`src/rtl/bus_arb_pkg.sv`:
```
// Shared state encoding and sizing helpers for the round-robin bus arbiter.
package bus_arb_pkg;

  typedef enum logic [1:0] {
    IDLE  = 2'd0,
    SETUP = 2'd1,
    DRIVE = 2'd2,
    TURN  = 2'd3
  } arb_state_t;

  localparam int HOLD_W = 8;

  function automatic int idx_w(input int n);
    return (n > 1) ? $clog2(n) : 1;
  endfunction

endpackage

```
`src/rtl/rr_pick.sv`:
```
// Combinational round-robin picker: first asserted request at or above ptr, with wrap.
module rr_pick
  import bus_arb_pkg::*;
#(
  parameter  int NREQ = 4,
  localparam int IW   = idx_w(NREQ)
) (
  input  logic [NREQ-1:0] req,
  input  logic [IW-1:0]   ptr,
  output logic [IW-1:0]   winner,
  output logic            valid
);

  logic [NREQ-1:0] rot;
  logic [IW-1:0]   off;
  logic [IW:0]     sum;

  // Rotating by ptr turns the wrapped search into a plain lowest-bit search.
  assign rot = NREQ'({req, req} >> ptr);

  always_comb begin
    valid = 1'b0;
    off   = '0;
    for (int i = NREQ - 1; i >= 0; i--) begin
      if (rot[i]) begin
        valid = 1'b1;
        off   = IW'(i);
      end
    end
  end

  assign sum    = {1'b0, ptr} + {1'b0, off};
  assign winner = (sum >= (IW+1)'(NREQ)) ? IW'(sum - (IW+1)'(NREQ)) : sum[IW-1:0];

endmodule

```
`src/rtl/bus_arbiter.sv`:
```
// Round-robin bus arbiter: grant, then drive enable, with one turnaround cycle between owners.
// Optional forced release of a non-locked owner after TIMEOUT drive cycles: BUS_ARB_TIMEOUT_EN.
module bus_arbiter
  import bus_arb_pkg::*;
#(
  parameter  int NREQ    = 4,
  parameter  int TIMEOUT = 15,
  localparam int IW      = idx_w(NREQ)
) (
  input  logic            clk,
  input  logic            reset,
  input  logic [NREQ-1:0] req,
  input  logic [NREQ-1:0] lock,
  output logic [NREQ-1:0] grant,
  output logic [NREQ-1:0] oe,
  output logic [IW-1:0]   owner,
  output logic            busy,
  output logic            timeout_evt
);

  localparam logic [NREQ-1:0] ONE = {{(NREQ-1){1'b0}}, 1'b1};

  arb_state_t    state;
  logic [IW-1:0] ptr;
  logic [IW-1:0] nxt_ptr;
  logic [IW-1:0] pick_w;
  logic          pick_vld;
  logic          own_req;
  logic          preempt;

  rr_pick #(.NREQ(NREQ)) u_pick (
    .req    (req),
    .ptr    (ptr),
    .winner (pick_w),
    .valid  (pick_vld)
  );

  assign own_req = req[owner];
  assign nxt_ptr = (owner == IW'(NREQ - 1)) ? '0 : owner + IW'(1);

`ifdef BUS_ARB_TIMEOUT_EN
  logic [HOLD_W-1:0] hold;
  logic              tevt;

  assign preempt     = (hold >= HOLD_W'(TIMEOUT)) && !lock[owner] && |(req & ~grant);
  assign timeout_evt = tevt;
`else
  logic unused_cfg;

  assign preempt     = 1'b0;
  assign timeout_evt = 1'b0;
  assign unused_cfg  = ^{lock, HOLD_W'(TIMEOUT)};
`endif

  always_ff @(posedge clk or negedge reset) begin
    if (!reset) begin
      state <= IDLE;
      grant <= '0;
      oe    <= '0;
      owner <= '0;
      busy  <= 1'b0;
      ptr   <= '0;
`ifdef BUS_ARB_TIMEOUT_EN
      hold  <= '0;
      tevt  <= 1'b0;
`endif
    end else begin
`ifdef BUS_ARB_TIMEOUT_EN
      tevt <= 1'b0;
`endif
      case (state)
        IDLE, TURN: begin
          if (pick_vld) begin
            state <= SETUP;
            grant <= ONE << pick_w;
            owner <= pick_w;
            busy  <= 1'b1;
          end else begin
            state <= IDLE;
            busy  <= 1'b0;
          end
        end
        SETUP: begin
          if (own_req) begin
            state <= DRIVE;
            oe    <= grant;
`ifdef BUS_ARB_TIMEOUT_EN
            hold  <= HOLD_W'(1);
`endif
          end else begin
            // Cancelled before driving: oe never rises for this owner.
            state <= TURN;
            grant <= '0;
            ptr   <= nxt_ptr;
          end
        end
        DRIVE: begin
          if (!own_req || preempt) begin
            state <= TURN;
            grant <= '0;
            oe    <= '0;
            ptr   <= nxt_ptr;
`ifdef BUS_ARB_TIMEOUT_EN
            tevt  <= own_req & preempt;
`endif
          end else begin
`ifdef BUS_ARB_TIMEOUT_EN
            if (hold != '1) hold <= hold + HOLD_W'(1);
`endif
          end
        end
      endcase
    end
  end

endmodule

```
`config.mk`:
```
export PLATFORM = sky130hd
export DESIGN_NAME = bus_arbiter
export DESIGN_NICKNAME = d
export VERILOG_FILES = /design/src/rtl/bus_arb_pkg.sv /design/src/rtl/rr_pick.sv /design/src/rtl/bus_arbiter.sv
export SDC_FILE = /design/constraint.sdc
export NUM_CORES = 1
export LEC_CHECK = 0
export CAP_MARGIN = 20
export CORE_MARGIN = 1
export CORE_UTILIZATION = 53
export CTS_CLUSTER_DIAMETER = 60
export DETAILED_ROUTE_END_ITERATION = 10
export PLACE_DENSITY = 0.83
export SLEW_MARGIN = 20
export SYNTH_ARGS = -nofsm -noshare
export SYNTH_HDL_FRONTEND = slang
export SYNTH_SLANG_ARGS = --single-unit
```
`constraint.sdc`:
```
create_clock -name clk -period 6.8 [get_ports clk]
set_input_delay 1.02 -clock clk [delete_from_list [all_inputs] [get_ports clk]]
set_output_delay 1.02 -clock clk [all_outputs]
set_load 0.02 [all_outputs]
```
== Yosys cells after proc, flatten, opt, wreduce, memory -nomap -nowiden ==
Cells that the tools add are included.
Storage, ports and cells
  input port bits: 10
  flip-flop bits (word level): 15
  word-level logic and storage cells: 52
Operators by class
  reductions and logical operators: 8
  equal/unequal tests: 8
  order comparisons: 2
  muxes and demuxes: 22
  $add $sub $neg: 3
  shift operators: 2
  bitwise operators: 1
Operator list (count)
  4-bit one-hot mux with 2 select lines: 2
  2-bit 2-to-1 mux: 7
  4-bit 2-to-1 mux: 3
  1-bit 2-to-1 mux: 8
  2-bit inequality test, second input constant: 4
  8-bit by 2-bit >> shifter with 4-bit output: 1
  2-bit equality test, second input constant: 3
  2-bit one-hot mux with 3 select lines: 1
  2-bit AND reduction: 3
  2-bit OR reduction: 2
  1-bit by 2-bit left shift with 4-bit output, first input constant: 1
  2-bit by 2-bit adder with 3-bit output: 1
  3-bit >= comparator, second input constant: 1
  2-bit by 3-bit less-than comparator with 1-bit output, second input constant: 1
  3-bit AND reduction: 1
  2-bit by 1-bit adder with 2-bit output, second input constant: 1
  1-bit binary-select mux with 2-bit select: 1
  2-bit by 1-bit equality test with 1-bit output, second input constant: 1
  2-bit zero test: 1
  2-bit nonzero test: 1
  2-bit by 1-bit subtractor with 2-bit output, second input constant: 1
  1-bit inverter: 1

== Longest topological paths before layout ==
  depth after elaboration: 11
  mapped depth: 10
  depth with buffers taken out: 9

== Modules after synthesis ==
Synthesis repeated with hierarchy kept, for this count alone.
Unflattened totals
  cells, all modules: 102
  area, all modules: 975.9 um2
By module, submodules not included
  bus_arbiter: area an instance 795.8 um2, sequential area each 375.4 um2, cells an instance 79, times used 1
  rr_pick: area an instance 180.2 um2, sequential area each 0.0 um2, cells an instance 23, times used 1

== Worst setup path after synthesis ==
No wires, ideal clock.
  path kind: input port to flip-flop
  start point: input port req[0]
  end point: register grant[1]
  stages: 10
  slack: 3.869 ns
  arrival: 2.800 ns
  path buffers: 1
  required time: 6.669 ns
  cells stage by stage: buf_2 -> nor2_1 -> a221o_1 -> nand2_1 -> o221ai_1 -> ha_1 -> xnor2_1 -> nor3_1 -> a21boi_0 -> or3b_1
Between the ends
  word-level cells in the longest chain between the ends: 11
  elaborated cells between the ends (all ways): 21
RTL lines
  start: declaration: line bus_arbiter.sv:12  | input logic [NREQ-1:0] req,
  8-bit by 2-bit >> shifter with 4-bit output: line rr_pick.sv:19  | assign rot = NREQ'({req, req} >> ptr);
  2-bit 2-to-1 mux (4 in series): line rr_pick.sv:25  | if (rot[i]) begin
  2-bit by 2-bit adder with 3-bit output: line rr_pick.sv:32  | assign sum = {1'b0, ptr} + {1'b0, off};
  3-bit >= comparator or 2-bit by 1-bit subtractor with 2-bit output (tied branches): line rr_pick.sv:33  | assign winner = (sum >= (IW+1)'(NREQ)) ? IW'(sum - (IW+1)'(NREQ)) : sum[IW-1:0];
  2-bit 2-to-1 mux: line rr_pick.sv:33
  1-bit by 2-bit left shift with 4-bit output: line bus_arbiter.sv:75  | grant <= ONE << pick_w;
  4-bit 2-to-1 mux: line bus_arbiter.sv:73  | if (pick_vld) begin
  4-bit one-hot mux with 2 select lines: line bus_arbiter.sv:71  | case (state)
  end signal: assignment: line bus_arbiter.sv:75
  end: declaration: line bus_arbiter.sv:14  | output logic [NREQ-1:0] grant,
Several ways; a longest one is shown, not always the timed one. The select of a mux whose other input is x is not followed.
A chain may end at the register's enable or synchronous reset.

== Worst setup path in the final report ==
Ends and elaborated chain as after synthesis.

==> metrics.txt <==
NumNets Final 137; first drt pass iteration count 4; Top-Level Pins 22; slew margin rel. 53.9%; fin crit share 50.1%; final WL 1990 µm; post-synth top area cell dfrtp_1; clk root buf clkbuf_4; GRT Resource Usage Total 22.4%; FF-to-FF Start ptr[0]; Max Freq 294 MHz; DRC viols 0; Final setup viols 0; Mapped Cells 111; Post-DRT Antenna Nets 0; Cell Count, Final, Fillers Out 147; Synth Register Bits 15; largest net degree at the start of global routing 16; Clock Latency Late Sink 0.28 ns; CP Launch Type input pin; total number of vias 859; reg2reg end grant[1]; RSZ-0062 raised after global routing no; share of layout cells above drive strength 1 5.74%; GRT overflow 0; TritonCTS clock tree built; WP data arrival 3.57 ns; clk slew on worst S/H paths 0.09 ns; clk sinks 15; hold path cells 2; first-pass GRT wire length 3370 µm; # rows 15; R2R cell count 9; fill count 155; Fin Clk Skew 0.00135 ns; Unique masters post-synth 41; critical path required time 6.97 ns; core area 0.00176 mm²; worst min path class reg -> reg; fin. max-slew vios 0; CP cell instances clkdlybuf4s50_1 -> nor2_1 -> a221o_1 -> nand2_1 -> o221ai_1 -> ha_1 -> xnor2_1 -> nor3_1 -> a21boi_0 -> or3b_1; initial antenna violation count 0; static leakage power 0.475 nW; H-Tree Depth 1; Die Span X 45.7 µm; Yosys warnings 0; CP max FO 9; Netlist Area Pre-Place 0.00101 mm²; Synth Area per Inst 9.11 µm²; time the worst path needs with I/O delays and setup 3.40 ns; Setup Crit Path Kind in -> reg; post-DP HPWL 1480 µm; area share of the largest cell type after synthesis 37.1%; status finished clean; net count after synthesis 125; Initial Utilization 57.3%; die area 0.00209 mm²; crit-path max cell delay 0.64 ns; area delta synth->final 16.1%; CP Capture Type flip-flop; DR WL/cell 13.5 µm; crit path from req[0]; die height 45.7 µm; Placer Congestion 0.798; Sum Neg Setup Slack 0 ns; worst slew pin tran 0.684 ns; Clock Path Buffers 2; most common cell after layout, fill and taps aside clkdlybuf4s50_1; R2R setup slack 4.22 ns; Worst path slowest cell clkdlybuf4s50_1; IO Port Bufs 16; final hold violation count 0; hold_buf cts 0; vias in the first global route 799; most frequent cells in the layout 16 x clkdlybuf4s50_1, 15 x dfrtp_1, 10 x nand2_1; Hold Crit Start oe[0]; Setup Buffers After CTS 0; Peak VDD IR 336 µV; Hold EP oe[0]; top cells by area, synth dfrtp_1 37%, ha_1 5.0%, o21ai_0 4.0%, nand2_1 3.7%, nand4b_1 3.5%; Max-Cap Viols 0; placed cells 143; Seq/Total Area, Yosys 37.1%; post-cts resize count 0; 1st-iter DRT viols 21; CTS Buf Count 3; # diodes 0; power density cells 492 mW/mm²; vias per std cell 5.84
-- state kept, by name, summed over array words and instances, names as in the netlist --
name / cells
owner: 2
busy: 1
grant: 4
ptr: 2
state: 2
oe: 4
-- metal layers --
metal	GRT usage [%]	vias to the layer above	wire [µm]	part of all wire, %
met4	4.24	0	26	1.3
met5	0	-	0	0
li1	-	420	-	-
met1	29.6	413	911	46
met3	7.54	4	103	5.2
met2	35.7	22	944	48
-- layout make-up --
type	count	area (µm²)	share of cell area (%)
inverter	7	26.3	2.24
clock inverter	1	5.00	0.426
tap	25	31.3	2.67
clock buffer	3	22.5	1.92
sequential	15	375	32.0
multi-input combinational	80	553	47.1
timing repair buffer	16	160	13.6
-- synthesized netlist by cell type, drive strengths merged --
cell,count
o41ai,1
a21oi,1
ha,4
nand2b,2
nor3b,3
a32oi,3
nand3,4
o211ai,1
a31oi,2
o31ai,2
mux4,1
or2,2
o21ai,9
or3,1
nand2,10
a21boi,2
conb,1
clkbuf,3
nand4b,4
xnor2,1
and2,3
o221ai,2
or3b,1
o22ai,1
nor2,6
a221o,1
o41a,1
and3b,1
nor2b,3
mux2,2
nand3b,1
dfrtp,15
buf,6
nor3,3
o21a,1
inv,7
-- cells by family (layout without fill, tap and decap cells) --
family | after synthesis | count (layout) | share of synthesized area [%]
compound gates | 27 | 27 | 19.3
xor+xnor | 1 | 1 | 0.866
fa+ha+maj | 4 | 4 | 4.95
buf+inv | 16 | 27 | 8.17
flops | 15 | 15 | 37.1
mux | 3 | 3 | 4.83
other cells | 1 | 1 | 0.371
simple gates | 44 | 44 | 24.4
-- through the flow --
step | utilization, % | instance area [µm²] | setup slack (ns) | total power [mW] | hold slack (ns)
6_report | 66.5 | 1170 | 3.40 | 0.577 | 0.537
2_1_floorplan | - | 1010 | 3.87 | 0.426 | 0.519
5_1_grt | 66.5 | 1170 | 3.28 | 0.625 | 0.581
3_3_place_gp | 65.0 | 1150 | 3.22 | 0.508 | 0.525
3_5_place_dp | 65.0 | 1150 | 3.12 | 0.525 | 0.532
4_1_cts | 66.5 | 1170 | 3.43 | 0.577 | 0.544
-- worst max path at each step --
stage,to,slack (ns),depth (start not counted)
detailed placement,grant[1],3.12,10
floorplan,grant[1],3.87,10
global placement,grant[1],3.22,10
finish,grant[1],3.40,10
global route,grant[0],3.28,10
CTS,grant[1],3.43,10
-- power by group --
| group | switching (mW) | internal (mW) |
|---|---|---|
| clock | 0.0287 | 0.0219 |
| sequential | 0.0377 | 0.127 |
| combinational | 0.194 | 0.167 |
| total | 0.261 | 0.316 |
-- critical path: cells and delay by family --
kind	cells	cell delay, ns
AND/OR/NAND/NOR	4	0.65
AO/OA/AOI/OAI	3	0.63
adder cells (fa/ha/maj)	1	0.23
buffers and inverters	1	0.64
XOR/XNOR	1	0.41
Note: power is estimated with default switching activity, not from simulation.
